==> config.mk <==
export PLATFORM = sky130hd
export DESIGN_NAME = delay_line_var
export DESIGN_NICKNAME = d
export VERILOG_FILES = /design/src/rtl/delay_pkg.sv /design/src/rtl/delay_tap_mux.sv /design/src/rtl/delay_line_var.sv
export SDC_FILE = /design/constraint.sdc
export NUM_CORES = 1
export LEC_CHECK = 0
export CAP_MARGIN = 20
export CORE_ASPECT_RATIO = 1.25
export CORE_MARGIN = 10
export CORE_UTILIZATION = 65
export CTS_BUF_LIST = sky130_fd_sc_hd__clkbuf_2
export CTS_CLUSTER_DIAMETER = 80
export DETAILED_ROUTE_END_ITERATION = 8
export DONT_BUFFER_PORTS = 1
export GPL_TIMING_DRIVEN = 0
export HOLD_SLACK_MARGIN = 0.02
export MAX_ROUTING_LAYER = met4
export PLACE_DENSITY = 0.85
export SKIP_CTS_REPAIR_TIMING = 1
export SYNTH_ARGS = -nofsm -noshare
export SYNTH_HDL_FRONTEND = slang
export SYNTH_SLANG_ARGS = --single-unit
==> constraint.sdc <==
create_clock -name clk -period 3.3 [get_ports clk]
set_input_delay 0 -clock clk [delete_from_list [all_inputs] [get_ports clk]]
set_output_delay 0 -clock clk [all_outputs]
set_load 0.01 [all_outputs]
==> src/rtl/delay_pkg.sv <==
`default_nettype none
// ============================================================================
// Module      : delay_pkg
// Description : Width helpers shared by the variable delay line and its tap mux.
// Revision    : 1.0 - initial release
// ============================================================================
package delay_pkg;

    // Width of the delay select: must encode 0..max_delay inclusive.
    function automatic int dly_width(input int max_delay);
        return $clog2(max_delay + 1);
    endfunction

    // One line stage packs {vld, data[width-1:0]}; vld is the MSB.
    function automatic int stage_width(input int width);
        return width + 1;
    endfunction

endpackage
`default_nettype wire

==> src/rtl/delay_tap_mux.sv <==
`default_nettype none
// ============================================================================
// Module      : delay_tap_mux
// Description : Selects stage[sel-1] from the line; sel=0 yields all zeros.
// Revision    : 1.0 - initial release
// ============================================================================
module delay_tap_mux
    import delay_pkg::*;
#(
    parameter int  SW        = 9,
    parameter int  MAX_DELAY = 16,
    localparam int DW        = dly_width(MAX_DELAY)
) (
    input  logic [MAX_DELAY-1:0][SW-1:0] stages,
    input  logic [DW-1:0]                sel,
    output logic [SW-1:0]                tap
);

    always_comb begin
        tap = '0;
        for (int i = 0; i < MAX_DELAY; i++) begin
            if (sel == DW'(i + 1)) begin
                tap = stages[i];
            end
        end
    end

endmodule
`default_nettype wire

==> src/rtl/delay_line_var.sv <==
`default_nettype none
// ============================================================================
// Module      : delay_line_var
// Description : Register-based delay line with run-time selectable depth,
//               clock enable, flush and fill tracking.
// Revision    : 1.0 - initial release
// ============================================================================
module delay_line_var
    import delay_pkg::*;
#(
    parameter int  WIDTH     = 8,
    parameter int  MAX_DELAY = 16,
    localparam int DW        = dly_width(MAX_DELAY)
) (
    input  logic             clk,
    input  logic             rst,
    input  logic             ce,
    input  logic             flush,
    input  logic [DW-1:0]    dly_sel,
    input  logic             din_vld,
    input  logic [WIDTH-1:0] din,
    output logic             dout_vld,
    output logic [WIDTH-1:0] dout,
    output logic             primed,
    output logic             dly_err
);

    localparam int          SW    = stage_width(WIDTH);
    localparam logic [DW-1:0] C_MAX = DW'(MAX_DELAY);

    logic [MAX_DELAY-1:0][SW-1:0] r_stage;
    logic [DW-1:0]                r_dly_cur;
    logic [DW-1:0]                r_fill_cnt;
    logic                         r_dly_err;
    logic [SW-1:0]                w_tap;

    always_ff @(posedge clk) begin
        if (rst) begin
            r_dly_cur <= '0;
            r_dly_err <= 1'b0;
        end else begin
            r_dly_cur <= (dly_sel > C_MAX) ? C_MAX : dly_sel;
            r_dly_err <= (dly_sel > C_MAX);
        end
    end

    // Fill count only ever needs to reach MAX_DELAY, the deepest tap.
    always_ff @(posedge clk) begin
        if (rst || flush) begin
            r_fill_cnt <= '0;
        end else if (ce && (r_fill_cnt != C_MAX)) begin
            r_fill_cnt <= r_fill_cnt + 1'b1;
        end
    end

    always_ff @(posedge clk) begin
        if (rst || flush) begin
            r_stage <= '0;
        end else if (ce) begin
            r_stage[0] <= {din_vld, din};
            for (int i = 1; i < MAX_DELAY; i++) begin
                r_stage[i] <= r_stage[i-1];
            end
        end
    end

    delay_tap_mux #(
        .SW        (SW),
        .MAX_DELAY (MAX_DELAY)
    ) u_tap_mux (
        .stages (r_stage),
        .sel    (r_dly_cur),
        .tap    (w_tap)
    );

    assign primed  = (r_fill_cnt >= r_dly_cur);
    assign dly_err = r_dly_err;

    // Zero delay is a pure bypass of the current input.
    always_comb begin
        if (r_dly_cur == '0) begin
            dout     = din;
            dout_vld = din_vld;
        end else begin
            dout     = w_tap[WIDTH-1:0];
            dout_vld = w_tap[SW-1] & primed;
        end
    end

endmodule
`default_nettype wire
==> summary.md <==
| Metric | Value |
|---|---|
| Yosys reg bits | 155 |
| Sequential share of the synthesized area | 42.1% |
| Slew Limit Headroom | 45.4% |
| Final hold violation count | 1 |
| Syn_nets | 834 |
| Placed Area | about 7500 sq um |
| Status | finished with violations |
| Largest net degree at the start of global routing | 17 |
| Critical Path RT | about 3.3 ns |
| Max-slew violations | 0 |
| First-pass GRT wire length | 37200 microns |
| Vias/cell | around 6.7 |
| Clock network fraction of design power | between 30% and 40% |
| Initial antenna violation count | 1 |
| Area of the mapped netlist | 7380 sq um |
| Skew final | 0.0274 ns |
| Die width | 115 microns |
| Max-Cap Viols | 0 |
| Worst min-delay path category | input port to flip-flop |
| DR iter-0 viols | 825 |
| Final setup vio count | 0 |
| Die ar. | roughly 16000 sq um |
| Final ANT Viol Nets | 0 |
| Final TNS setup | 0 ns |
| Post-route cell area | roughly 8100 sq um |
| CP max FO | 10 |
| Mapped Cells | 809 |
| RR Startpoint | r_fill_cnt[0]$_SDFFE_PP0P_ |
| Final GP Congestion | 1.05 |
| CTS tree | yes |
| Total wire length | 24900 microns |
| Reg-to-reg slack, setup | 1.78 ns |
| CTS root buf | clkbuf_2 |
| Final worst slack | 0.102 ns |
| Most used flip-flop cell after synthesis | dfxtp_1 |
| Vias post-DR | 6703 |
| Internal Power | 2460 uW |
| Sw Pwr | 967 uW |
| Synth async-reset ratio | 0% |
| Switching Share | 28.2% |
| Syn Area/Cell | 9.12 sq um |
| Data arrival time of the critical path | 3.20 ns |
| Fin util | 73.2% |
| Boundary Pins | 29 |
| FMAX | 313 MHz |
| Pwr dens | roughly 420 nW/um^2 |
| Hold path depth | 3 |
| Clock Pin Slew Worst Setup and Hold Paths | 0.23 ns |
| Number of global-route vias before repair | 6589 |
| RR Endpoint | r_fill_cnt[1]$_SDFFE_PP0P_ |
| Cts bufs inserted | 17 |
| Reg2Reg Depth | 6 |
| Core Region | approximately 11000 sq um |
| # nets final | just under 900 |
| Flop pwr share | approximately 55% |
| Critical Path Sink Type | primary output |
| Violated checks | negative hold slack |
| Critical path startpoint category | flip-flop |
| PortBufs | 0 |
| DR pass1 iterations | 8 |
| Max clock buf depth | 2 |
| Row count | 43 |
| Routed len/inst | 24.8 microns |
| Post-detail-place hpwl | 18000 microns |
| Residual DRC count | 0 |
| H-tree levels | 4 |
| Setup CP Type | flip-flop to primary output |
| # clock sinks | 155 |
| Layout cells sized above 1 | 9.77% |
| Worst hold path startpoint | din[5] |
| Synth-to-Final Area Change | 10.1% |
| Synth cell types | 67 |
| Initial core utilization | roughly two thirds |
| Setup Slack @ Placement | 0.954 ns |
| Combinational group share of total power | a little under an eighth |
| Worst-Skew Late Latency | around 0.76 ns |
| Number of synthesized flops with an enable pin | 0 |
| Crit share post-route | 96.9% |
| Congestion Overflow GR | 0 |
| Static Leak | 0.00324 uW |
| Max IR drop VDD | 238 uV |
| Final hold slack | -0.0245 ns |
| Worst-Margin Slew | 0.818 ns |
| All-Layer GR Usage | roughly 31% |
| Yosys warns | 0 |
| Tmin final | approximately 3.2 ns |
| Hold endpoint | r_stage[5]$_SDFFE_PP0P_ |
| Die H | 139 microns |
[registers in the layout, summed over array words and instances (netlist names)]
name        cells
r_stage       144
r_dly_cur       5
dly_err         1
r_fill_cnt      5
[layer usage]
metal	global-route usage, %	part of all wire [%]	wire [microns]
met3	6.93	7.4	1840
met4	20.4	7.2	1800
met5	-	0	0
met1	35.0	38	9460
met2	47.7	47	11800
[area by class of cell]
class | instances | area [sq um]
antenna | 1 | 2.50
buffer | 63 | 310
clock buffer | 19 | 95.1
clock inverter | 12 | 164
fill | 869 | 2970
inverter | 13 | 48.8
multi-input combinational | 578 | 3930
sequential | 155 | 3100
tap | 135 | 169
timing repair buffer | 30 | 300
[critical path, stage by stage (launching register included)]
cell,delay (ns)
dfxtp_1,0.50
buf_4,0.26
buf_2,0.29
buf_2,0.30
a21oi_1,0.08
nor4_1,0.44
o221ai_1,0.29
o211ai_1,0.26
[per-stage QoR]
step	hold slack (ns)	power, uW	std cells
5_1_grt	-0.0284	3520	1006
2_1_floorplan	0.0836	2170	809
4_1_cts	-0.724	3380	975
6_report	-0.0245	3430	1006
3_3_place_gp	0.0861	2270	944
3_5_place_dp	0.0906	2270	944
[power by group through the flow]
stage	sequential, uW	combinational, uW	clock (uW)
finish	1890	391	1140
global route	1900	410	1220
detailed placement	1930	341	0
CTS	1890	343	1140
floorplan	1930	248	0
global placement	1930	336	0
[cells in the mapped netlist (8+ instances only)]
library cell	n	share of area [%]
nor2_1	177	9.0
dfxtp_1	155	42
mux2i_1	153	21
clkbuf_1	27	1.4
nand2_1	26	1.3
buf_2	25	1.7
a21oi_1	24	1.6
o21ai_0	17	1.2
inv_1	13	0.66
nand3_1	12	0.81
nor3_1	12	0.81
nand4_1	9	0.76
nor2b_1	9	0.76
mux2_2	8	1.2
o221ai_1	8	0.95
[layout by cell type, fill, tap and decap left out, types with 6 or more instances in the layout]
cell type	instances
a31oi_1	6
o221ai_1	8
a21oi_1	24
o21ai_0	17
and2_1	7
nand4_1	9
nor3_1	11
nand2_1	26
inv_1	13
clkbuf_2	20
mux2i_1	153
ha_1	7
buf_2	25
nor4_1	7
mux2_2	8
o22ai_1	6
nand3_1	12
clkbuf_1	26
dfxtp_1	155
dlygate4sd3_1	30
nor2b_1	9
buf_4	7
nor2_1	177
[kinds of logic (layout without fill, tap and decap cells)]
| logic type | after synthesis | after routing | share of synthesized area, % |
|---|---|---|---|
| mux | 161 | 161 | 22.0 |
| other cells | 0 | 1 | 0 |
| compound gates | 118 | 118 | 11.5 |
| fa+ha+maj | 7 | 7 | 1.19 |
| flops | 155 | 155 | 42.1 |
| buf+inv | 76 | 137 | 4.85 |
| xor+xnor | 4 | 4 | 0.475 |
| simple gates | 288 | 288 | 18.0 |
[worst max path at each step]
stage / from / slack [ns] / endpoint / cells after the start
finish: r_dly_cur[1]$_SDFF_PP0_ / 0.10 / dout[7] / 7
global route: r_dly_cur[2]$_SDFF_PP0_ / -0.02 / dout_vld / 9
CTS: r_dly_cur[0]$_SDFF_PP0_ / 0.1 / dout[7] / 7
detailed placement: r_dly_cur[0]$_SDFF_PP0_ / 0.95 / dout[7] / 7
global placement: r_dly_cur[0]$_SDFF_PP0_ / 0.92 / dout[7] / 7
floorplan: r_dly_cur[2]$_SDFF_PP0_ / 1.55 / dout_vld / 9
No activity file was read; power rests on OpenSTA's default activity.
